## config.mk

```make
export PLATFORM = sky130hd
export DESIGN_NAME = mux_sel_arbiter
export DESIGN_NICKNAME = d
export VERILOG_FILES = /design/src/rtl/mips_arb_pkg.sv /design/src/rtl/rr_priority_pick.sv /design/src/rtl/mux_sel_arbiter.sv
export SDC_FILE = /design/constraint.sdc
export NUM_CORES = 1
export LEC_CHECK = 0
export ABC_AREA = 1
export CAP_MARGIN = 15
export CORE_MARGIN = 1
export CORE_UTILIZATION = 60
export CTS_CLUSTER_SIZE = 16
export DETAILED_ROUTE_END_ITERATION = 8
export GPL_ROUTABILITY_DRIVEN = 0
export PLACE_DENSITY = 0.85
export SLEW_MARGIN = 0
export SYNTH_ARGS = -nofsm -noshare
export SYNTH_HDL_FRONTEND = slang
export SYNTH_HIERARCHICAL = 1
export SYNTH_SLANG_ARGS = --single-unit
export TNS_END_PERCENT = 1
```

## constraint.sdc

```tcl
create_clock -name clk -period 8.74 [get_ports clk]
set_input_delay 1.311 -clock clk [delete_from_list [all_inputs] [get_ports clk]]
set_output_delay 1.311 -clock clk [all_outputs]
set_load 0.05 [all_outputs]
```

## src/rtl/mips_arb_pkg.sv

```systemverilog
// Shared types and sizes for the 16:1 mux select arbiter.
package mips_arb_pkg;

  localparam int N_REQ = 16;
  localparam int SEL_W = 4;

  typedef enum logic [1:0] {
    IDLE = 2'd0,
    OWN  = 2'd1,
    GAP  = 2'd2
  } arb_state_e;

  // Decode a select code into its one-hot grant vector.
  function automatic logic [N_REQ-1:0] onehot(input logic [SEL_W-1:0] idx);
    logic [N_REQ-1:0] one;
    one = {{(N_REQ-1){1'b0}}, 1'b1};
    return one << idx;
  endfunction

endpackage

```

## src/rtl/rr_priority_pick.sv

```systemverilog
// Combinational round-robin search: first set req bit at or after start, wrapping.
module rr_priority_pick
  import mips_arb_pkg::*;
(
  input  logic [N_REQ-1:0] req,
  input  logic [SEL_W-1:0] start,
  output logic             found,
  output logic [SEL_W-1:0] idx
);

  logic [SEL_W-1:0] cand;

  // Walk offsets from farthest to nearest so the nearest set bit is written last.
  always_comb begin
    found = 1'b0;
    idx   = start;
    cand  = start;
    for (int k = N_REQ - 1; k >= 0; k--) begin
      cand = start + SEL_W'(k);
      if (req[cand]) begin
        found = 1'b1;
        idx   = cand;
      end
    end
  end

endmodule

```

## src/rtl/mux_sel_arbiter.sv

```systemverilog
// Round-robin owner arbiter for a 16:1 32-bit mux with hold limit and turnaround gap.
module mux_sel_arbiter
  import mips_arb_pkg::*;
#(
  parameter int MAX_HOLD = 8
) (
  input  logic             clk,
  input  logic             reset,
  input  logic [N_REQ-1:0] req,
  input  logic             done,
  output logic [SEL_W-1:0] sel,
  output logic [N_REQ-1:0] grant,
  output logic             valid,
  output logic             timeout
);

  localparam logic [3:0] HOLD_LAST = 4'(MAX_HOLD - 1);

  arb_state_e       state, state_nx;
  logic [3:0]       hold_cnt, hold_nx;
  logic [SEL_W-1:0] last_owner, last_nx;
  logic [SEL_W-1:0] sel_nx;
  logic [N_REQ-1:0] grant_nx;
  logic             valid_nx, timeout_nx;
  logic             pick_found;
  logic [SEL_W-1:0] pick_idx;

  // Search starts just past the previous owner so every requester gets a turn.
  rr_priority_pick u_pick (
    .req   (req),
    .start (last_owner + SEL_W'(1)),
    .found (pick_found),
    .idx   (pick_idx)
  );

  // Next-state and next-output decode; every output is registered below.
  always_comb begin
    state_nx   = state;
    hold_nx    = hold_cnt;
    last_nx    = last_owner;
    sel_nx     = sel;
    grant_nx   = grant;
    valid_nx   = valid;
    timeout_nx = 1'b0;
    unique case (state)
      IDLE: begin
        grant_nx = '0;
        valid_nx = 1'b0;
        if (pick_found) begin
          state_nx = OWN;
          grant_nx = onehot(pick_idx);
          valid_nx = 1'b1;
          sel_nx   = pick_idx;
          last_nx  = pick_idx;
          hold_nx  = 4'd0;
        end
      end
      OWN: begin
        // sel holds the owner index; a voluntary release beats the hold limit.
        if (done || !req[sel]) begin
          state_nx = GAP;
          grant_nx = '0;
          valid_nx = 1'b0;
          hold_nx  = 4'd0;
        end else if (hold_cnt == HOLD_LAST) begin
          state_nx   = GAP;
          grant_nx   = '0;
          valid_nx   = 1'b0;
          hold_nx    = 4'd0;
          timeout_nx = 1'b1;
        end else begin
          hold_nx = hold_cnt + 4'd1;
        end
      end
      GAP: begin
        // One turnaround cycle; sel keeps pointing at the last owner.
        state_nx = IDLE;
        grant_nx = '0;
        valid_nx = 1'b0;
      end
      default: begin
        state_nx = IDLE;
        grant_nx = '0;
        valid_nx = 1'b0;
        hold_nx  = 4'd0;
      end
    endcase
  end

  // State and output registers; reset clears the grant immediately.
  always_ff @(posedge clk or negedge reset) begin
    if (!reset) begin
      state      <= IDLE;
      hold_cnt   <= 4'd0;
      last_owner <= SEL_W'(N_REQ - 1);
      sel        <= '0;
      grant      <= '0;
      valid      <= 1'b0;
      timeout    <= 1'b0;
    end else begin
      state      <= state_nx;
      hold_cnt   <= hold_nx;
      last_owner <= last_nx;
      sel        <= sel_nx;
      grant      <= grant_nx;
      valid      <= valid_nx;
      timeout    <= timeout_nx;
    end
  end

endmodule

```

==> results of run 1 <==
-- metrics by stage --
| stage | area [µm²] | setup WS [ns] | instances |
|---|---|---|---|
| after floorplan | 3290 | 5.09 | 559 |
| after global placement | 3680 | 4.13 | 656 |
| after detailed placement | 3680 | 4.10 | 656 |
| after CTS | 3810 | 4.04 | 664 |
| after global routing | 3810 | 3.52 | 664 |
| final | 3810 | 3.91 | 664 |
-- per-layer routing --
metal / up-vias / wire [µm]
li1: 1869 / -
met1: 1748 / 4270
met2: 163 / 4400
met3: 25 / 772
met4: 0 / 170
met5: - / 0
-- final cells by class --
cell class | instances | area (µm²)
well taps | 70 | 87.6
repair buffers | 42 | 415
clock buffers | 7 | 96.3
inverters | 67 | 259
multi-input cells | 445 | 2120
clock inverters | 1 | 30.0
flip-flops and latches | 32 | 806
fillers | 455 | 1390
-- registers in the layout, summed over array words and instances, names as in the netlist --
name        count
grant          16
hold_cnt        4
last_owner      4
sel             4
state           2
timeout         1
valid           1
-- worst max-delay path, delay by kind of cell (launching register included) --
kind	cells	cell delay, ns
compound gates	2	0.48
buf+inv	3	0.74
fa+ha+maj	2	1.03
flops	1	0.55
simple gates	21	1.94
-- cell families (layout without fill, tap and decap cells) --
logic type,Yosys count,after routing,synth area share
fa+ha+maj,9,9,0.0343
buf+inv,82,117,0.110
xor+xnor,11,11,0.0339
simple gates,377,377,0.500
compound gates,48,48,0.0758
flops,32,32,0.245
-- path summary, 6_finish.rpt --
kind / startpoint / to / slack (ns) / depth (start not counted)
setup / recovery: last_owner[0] / grant[15] / 3.91 / 28
hold reg to reg: last_owner[1] / last_owner[1] / 0.50 / 2
hold / removal: last_owner[1] / last_owner[1] / 0.50 / 2
setup reg to reg: last_owner[0] / grant[15] / 3.91 / 28
min in group asynchronous: reset / hold_cnt[3] / 1.41 / 2
max in group asynchronous: reset / last_owner[2] / 6.99 / 2
-- cell usage in the layout (no fill, tap or decap), drive strengths merged, types with 8 or more instances in the layout --
master and count:
clkdlybuf4s50 40, dfrtp 28, xor2 8, nor2 22, ha 9, a21oi 33, o21ai 10, inv 66
nand4 22, nand2 240, nor3 9, nand3 77
==> flow_metrics.py, run 1 <==
metrics = {
    "detailed_routing": {
        "wl_mm": 9.62,
        "wl_per_cell_um": 14.5,
        "via_per_inst": 5.73,
        "first_pass_iters": 5,
        "detail-route-antenna-nets": 0,
        "drtIter0Drc": 519,
        "drc": 0,
        "via_count": 3805,
    },
    "outcome": {
        "outcome": "finished clean",
    },
    "cts": {
        "insertion_delay_ns": 0.29,
        "ctsHoldBuffers": 0,
        "tritoncts": "done",
        "cts_buffers": 5,
        "clk_pin_slew_worst_paths_ns": 0.07,
        "clk_path_buf_depth": 2,
        "htreeDepth": 2,
        "post_cts_buffers": 0,
        "cts.sinks": 32,
        "root_buffer": "clkbuf_8",
        "post_cts_resized": 0,
    },
    "logic_synthesis": {
        "synth_ff_type": "dfrtp_1",
        "synth_area_per_cell_um2": 5.88,
        "synth.largest_area_cell": "nand2_1",
        "synth_seq_area_share": 0.245,
        "yosys_warnings": 6,
        "synthesis.nets": 587,
        "synth.area.top_cells": "nand2_1 (27%), dfrtp_1 (21%), nand3_1 (11%)",
        "synth_top_cell_area_share": 0.268,
        "yosys_register_bits": 32,
        "synthArstFlopShare": 1.00,
        "synth_edf_count": 0,
        "yosysUniqueCellTypes": 34,
        "yosysMostFrequentCell": "nand2_1",
        "synth_common_cells": "nand2_1 (235), nand3_1 (74), inv_1 (61), a21oi_1 (33), dfrtp_1 (28)",
        "synthCells": 559,
        "netlist_area_um2": 3290,
    },
    "timing": {
        "fin_crit_ns": 4.83,
        "setup_viol": 0,
        "finalCritPeriodShare": 0.552,
        "hold_viol": 0,
        "hold_ws_ns": 0.498,
        "finalClockSkew_ns": 0.00855,
        "rsz0062_at_grt": "no",
        "setup_tns_ns": 0,
        "clock.fmax_ghz": 0.207,
        "relSlewSlack": 0.453,
        "final-max-slew-violation-count": 0,
        "tightestPinTransition_ns": 0.818,
    },
    "die": {
        "start_util": 0.631,
        "ioPinCount": 41,
        "die_w_um": 76,
        "die_area_um2": 5780,
        "die_h_um": 76,
        "rows": 26,
        "core-area_um2": 5200,
    },
    "worst_setup_path": {
        "crit_fanout": 17,
        "arrival_ns": 5.05,
        "cp_common_cell": "nand2_1",
        "worstSetupPathType": "reg2reg",
        "crit_path_start_kind": "flop",
        "required_ns": 8.96,
        "critical_path.slowest_cell": "dfstp_2",
        "max_stage_delay_ns": 0.55,
        "cp-end-kind": "flop",
    },
    "global_route": {
        "gr-usage-met1": 0.485,
        "grt_pass1_vias": 3463,
        "grt_overflow": 0,
        "busiest_layer": "met2",
        "grt_pass1_wl_mm": 16.2,
        "antenna_found_initial": 0,
        "grt.total_usage": 0.348,
        "grtUsageMet2": 0.552,
        "grtUsageMet3": 0.0659,
        "grt_start_max_net_pins": 33,
    },
    "layout": {
        "synthToLayoutAreaGrowth_pct": 16.0,
        "final_util": 0.732,
        "final_nets": 621,
        "n_antenna_cell": 0,
        "drive_gt1_frac": 0.0572,
    },
    "hold_path": {
        "hold_path_class": "reg2reg",
    },
    "place": {
        "port_buffers": 40,
        "dp_hpwl_mm": 7.04,
    },
    "run": {
        "drv_cap": 0,
    },
}
Power of run 1 is not shown: default switching activity piles up to over one toggle a cycle in this logic, so the estimate is an artifact.
==> run 2, diff against run 1 <==
--- a/config.mk
+++ b/config.mk
@@ -8,11 +8,11 @@
 export ABC_AREA = 1
 export CAP_MARGIN = 15
 export CORE_MARGIN = 1
-export CORE_UTILIZATION = 60
+export CORE_UTILIZATION = 57
 export CTS_CLUSTER_SIZE = 16
 export DETAILED_ROUTE_END_ITERATION = 8
 export GPL_ROUTABILITY_DRIVEN = 0
-export PLACE_DENSITY = 0.85
+export PLACE_DENSITY = 0.82
 export SLEW_MARGIN = 0
 export SYNTH_ARGS = -nofsm -noshare
 export SYNTH_HDL_FRONTEND = slang
==> constraint.sdc (replaced) <==
create_clock -name clk -period 4.49 [get_ports clk]
set_input_delay 0.6735 -clock clk [delete_from_list [all_inputs] [get_ports clk]]
set_output_delay 0.6735 -clock clk [all_outputs]
set_load 0.05 [all_outputs]
==> run 2 against run 1 <==
- fmax is 21% higher
- register-to-register slack worse by 3.4 ns
- clock skew is 0.0046 ns lower
- hold slack worse by 0.016 ns
- sequential share of layout area is 0.22 points lower
- count of clock-buffer cells in the layout is 1 lower
- non-clock buffer count is 7 higher
- critical path type unchanged
==> flow_metrics.py, run 2 (synthesized netlist as in run 1, its figures left out) <==
metrics = {
    "detailed_routing": {
        "drc": 0,
        "wl_per_cell_um": 14.4,
        "drtIter0Drc": 465,
        "via_per_inst": 5.79,
        "detail-route-antenna-nets": 0,
        "first_pass_iters": 6,
        "wl_mm": 9.69,
        "via_count": 3895,
    },
    "global_route": {
        "grt_overflow": 0,
        "grt_start_max_net_pins": 33,
        "antenna_found_initial": 0,
        "grt.total_usage": 0.337,
        "grt_pass1_vias": 3470,
        "grt_pass1_wl_mm": 16.2,
    },
    "die": {
        "ioPinCount": 41,
        "core-area_um2": 5540,
        "rows": 27,
        "die_area_um2": 6070,
        "die_w_um": 77.9,
        "die_h_um": 77.9,
        "start_util": 0.593,
    },
    "run": {
        "drv_cap": 0,
    },
    "worst_setup_path": {
        "cp-end-kind": "flop",
        "path_buf_inv": 5,
        "max_stage_delay_ns": 0.54,
        "cp_common_cell": "nand2_1",
        "arrival_ns": 4.21,
        "required_ns": 4.71,
        "path_delay_family": "simple AND/OR/NAND/NOR gates",
        "crit_path_start_kind": "flop",
        "worstSetupPathType": "reg2reg",
        "critical_path.slowest_cell": "dfstp_2",
        "crit_fanout": 13,
    },
    "layout": {
        "fill_cells": 517,
        "drive_gt1_frac": 0.0682,
        "top_register": "grant",
        "final_cell_mix": "nand2_1 (235), nand3_1 (74), inv_1 (60)",
        "n_antenna_cell": 0,
        "synthToLayoutAreaGrowth_pct": 17.2,
        "final_common_cell": "nand2_1",
        "largest_reg_flops": 16,
        "final_util": 0.695,
        "finish.instance_area_um2": 3850,
        "final_nets": 628,
    },
    "cts": {
        "cts.sinks": 32,
        "htreeDepth": 2,
        "root_buffer": "clkbuf_8",
        "clk_path_buf_depth": 2,
        "ctsHoldBuffers": 0,
        "clk_pin_slew_worst_paths_ns": 0.07,
        "tritoncts": "done",
        "post_cts_buffers": 0,
        "insertion_delay_ns": 0.28,
        "cts_buffers": 5,
    },
    "timing": {
        "tightestPinTransition_ns": 0.711,
        "final-max-slew-violation-count": 0,
        "finalClockSkew_ns": 0.00391,
        "finalCritPeriodShare": 0.888,
        "fin_crit_ns": 3.99,
        "setup_tns_ns": 0,
        "setup_viol": 0,
        "rsz0062_at_grt": "no",
        "hold_viol": 0,
        "clock.fmax_ghz": 0.251,
        "relSlewSlack": 0.525,
    },
    "place": {
        "place_area_um2": 3740,
        "port_buffers": 40,
        "dp_hpwl_mm": 7.15,
    },
    "hold_path": {
        "hold_path_class": "reg2reg",
    },
    "outcome": {
        "outcome": "finished clean",
    },
}
[run 2: cell count changes in the layout (fill, tap and decap cells not counted), sizes merged]
cell | previous run | this run
clkinvlp | 0 | 1
inv | 66 | 65
clkbuf | 7 | 6
clkinv | 1 | 2
buf | 2 | 9
[run 2: path summary, 6_finish.rpt]
path	startpoint	to	slack, ns	cells past startpoint
worst max-delay path	last_owner[0]	grant[5]	0.50	28
worst max register to register	last_owner[0]	grant[5]	0.50	28
max in group asynchronous	reset	last_owner[1]	3.38	2
worst min register to register	last_owner[1]	last_owner[1]	0.48	2
min in group asynchronous	reset	hold_cnt[1]	0.78	2
worst min-delay path	last_owner[1]	last_owner[1]	0.48	2
[run 2: cell type report]
type | count | area [µm²] | share of cell area
multi-input combinational | 445 | 2120 | 0.550
sequential | 32 | 806 | 0.209
timing repair buffer | 49 | 468 | 0.122
inverter | 67 | 263 | 0.0682
tap | 72 | 90.1 | 0.0234
clock buffer | 6 | 72.6 | 0.0188
clock inverter | 2 | 35.0 | 0.00910
[run 2: layer usage]
layer / vias up / global-route usage / routed length (µm)
li1: 1887 / - / -
met1: 1768 / 0.466 / 4200
met3: 34 / 0.0459 / 843
met4: 0 / 0.0759 / 193
met5: - / 0 / 0
met2: 206 / 0.560 / 4450
[run 2: stage by stage]
step,hold WS (ns),worst slack [ns],instances
2_1_floorplan,0.378,0.839,559
3_3_place_gp,0.470,0.505,665
3_5_place_dp,0.474,0.500,665
4_1_cts,0.485,0.463,673
5_1_grt,0.514,0.154,673
6_report,0.482,0.502,673
[run 2: worst register-to-register path, delay by kind of cell, from the launching register on]
| family | cells | cell delay, ns |
|---|---|---|
| AO/OA/AOI/OAI | 3 | 0.40 |
| AND/OR/NAND/NOR | 18 | 1.68 |
| buffers and inverters | 5 | 0.74 |
| flip-flops | 1 | 0.54 |
| adder cells (fa/ha/maj) | 2 | 0.56 |
[run 2: what timing repair did]
item,in CTS,in global routing
gates resized for setup,0,1
endpoints found under the hold margin,0,0
endpoints found under the setup margin,0,2
Power of run 2 is left out for the same reason.
==> run 3, diff against run 2 <==
--- a/config.mk
+++ b/config.mk
@@ -9,10 +9,12 @@
 export CAP_MARGIN = 15
 export CORE_MARGIN = 1
 export CORE_UTILIZATION = 57
-export CTS_CLUSTER_SIZE = 16
+export CTS_CLUSTER_SIZE = 8
 export DETAILED_ROUTE_END_ITERATION = 8
 export GPL_ROUTABILITY_DRIVEN = 0
+export HOLD_SLACK_MARGIN = 0.08
 export PLACE_DENSITY = 0.82
+export REMOVE_ABC_BUFFERS = 1
 export SLEW_MARGIN = 0
 export SYNTH_ARGS = -nofsm -noshare
 export SYNTH_HDL_FRONTEND = slang
==> run 3 against run 2 <==
- clock skew grew 0.0026 ns
- setup slack worse by 0.052 ns
- sequential cell count stayed put
- core utilization up 0.20 points
- fmax fell by 1.3%
- global-route usage down 1.8 points
- routed wire length is 4.8% lower
- via count shrank 0.85%
- sequential share of layout area fell by 0.061 points
- die area stayed put
- first-iteration DRC count fell by 6.2%
- critical path depth is the same
==> flow_metrics.py, run 3 (synthesized netlist as in run 1, its figures left out) <==
metrics = {
    "outcome": {
        "outcome": "finished clean",
    },
    "die": {
        "die_h_um": 77.9,
        "start_util": 0.593,
        "core-area_um2": 5540,
        "die_w_um": 77.9,
        "die_area_um2": 6070,
        "rows": 27,
        "ioPinCount": 41,
    },
    "timing": {
        "rsz0062_at_grt": "no",
        "finalClockSkew_ns": 0.00646,
        "finalCritPeriodShare": 0.900,
        "tightestPinTransition_ns": 0.704,
        "fin_crit_ns": 4.04,
        "final-max-slew-violation-count": 0,
        "setup_tns_ns": 0,
        "hold_viol": 0,
        "setup_viol": 0,
        "clock.fmax_ghz": 0.248,
        "relSlewSlack": 0.530,
    },
    "cts": {
        "cts_buffers": 5,
        "tritoncts": "done",
        "htreeDepth": 2,
        "root_buffer": "clkbuf_8",
        "clk_pin_slew_worst_paths_ns": 0.07,
        "ctsHoldBuffers": 0,
        "cts.sinks": 32,
        "post_cts_resized": 0,
        "insertion_delay_ns": 0.28,
        "clk_path_buf_depth": 2,
        "post_cts_buffers": 0,
    },
    "worst_setup_path": {
        "rr_worst_depth": 28,
        "worstSetupPathType": "reg2reg",
        "arrival_ns": 4.26,
        "crit_path_start_kind": "flop",
        "r2r_end": "grant[5]",
        "path_delay_family": "simple AND/OR/NAND/NOR gates",
        "critical_path.slowest_cell": "dfstp_2",
        "path_buf_inv": 5,
        "required_ns": 4.71,
        "max_stage_delay_ns": 0.55,
        "r2r-start": "last_owner[0]",
        "r2r_setup_slack_ns": 0.45,
        "cp_common_cell": "nand2_1",
        "crit_fanout": 13,
        "cp-end-kind": "flop",
    },
    "hold_path": {
        "hold_depth": 2,
        "hold_path_class": "reg2reg",
        "worst_hold_startpoint": "last_owner[2]",
        "holdPathEnd": "last_owner[2]",
    },
    "global_route": {
        "grt_pass1_wl_mm": 15.7,
        "grt_pass1_vias": 3441,
        "grt.total_usage": 0.319,
        "grt_start_max_net_pins": 33,
        "antenna_found_initial": 0,
        "grt_overflow": 0,
    },
    "detailed_routing": {
        "first_pass_iters": 6,
        "wl_per_cell_um": 13.7,
        "wl_mm": 9.22,
        "via_per_inst": 5.72,
        "detail-route-antenna-nets": 0,
        "via_count": 3862,
        "drc": 0,
        "drtIter0Drc": 436,
    },
    "layout": {
        "final_common_cell": "nand2_1",
        "drive_gt1_frac": 0.0697,
        "final_cell_mix": "nand2_1 (235), nand3_1 (74), inv_1 (61)",
        "top_register": "grant",
        "largest_reg_flops": 16,
        "fill_cells": 524,
        "n_antenna_cell": 0,
        "synthToLayoutAreaGrowth_pct": 17.6,
        "final_nets": 630,
    },
    "place": {
        "dp_hpwl_mm": 7.09,
        "port_buffers": 40,
    },
    "run": {
        "drv_cap": 0,
    },
}
[run 3: changes by cell type in the layout (fill, tap and decap cells not counted), sizes merged]
cell / previous run / this run
buf: 9 / 11
inv: 65 / 66
clkinvlp: 1 / 0
[run 3: metal layers]
metal,GRT usage,share of wire,vias to the layer above
met5,0,0,-
met4,0.0759,0.016,0
met3,0.0600,0.082,21
met2,0.504,0.46,182
met1,0.452,0.44,1770
li1,-,-,1889
[run 3: metrics by stage]
stage	hold WS (ns)	utilization	cells	cell area, µm²	setup WS [ns]
finish	0.491	0.697	675	3860	0.450
floorplan	0.378	-	544	3180	0.109
global route	0.507	0.697	675	3860	0.0150
detailed placement	0.484	0.678	667	3750	0.546
global placement	0.472	0.678	667	3750	0.671
CTS	0.494	0.697	675	3860	0.531
[run 3: cell type report]
class                   instances  area, µm²  share of cell area
well taps                      72       90.1              0.0233
clock buffers                   6       72.6              0.0188
repair buffers                 51        483               0.125
flip-flops and latches         32        806               0.209
inverters                      67        259              0.0671
multi-input cells             445       2120               0.548
clock inverters                 2       35.0             0.00907
[run 3: worst max-delay path by stage]
stage,from,end,slack [ns],depth (start not counted)
2_1_floorplan,last_owner[0],grant[15],0.11,30
3_5_place_dp,last_owner[0],grant[5],0.55,28
3_3_place_gp,last_owner[0],grant[13],0.67,28
4_1_cts,last_owner[0],grant[13],0.53,28
6_report,last_owner[0],grant[5],0.45,28
5_1_grt,last_owner[0],grant[1],0.02,28
[run 3: worst reg2reg max path, delay by kind of cell, from the launching register on]
family	cells	cell delay [ns]
AO/OA/AOI/OAI	3	0.40
adder cells (fa/ha/maj)	2	0.58
buffers and inverters	5	0.80
flip-flops	1	0.55
AND/OR/NAND/NOR	18	1.64
Power of run 3 is left out for the same reason.
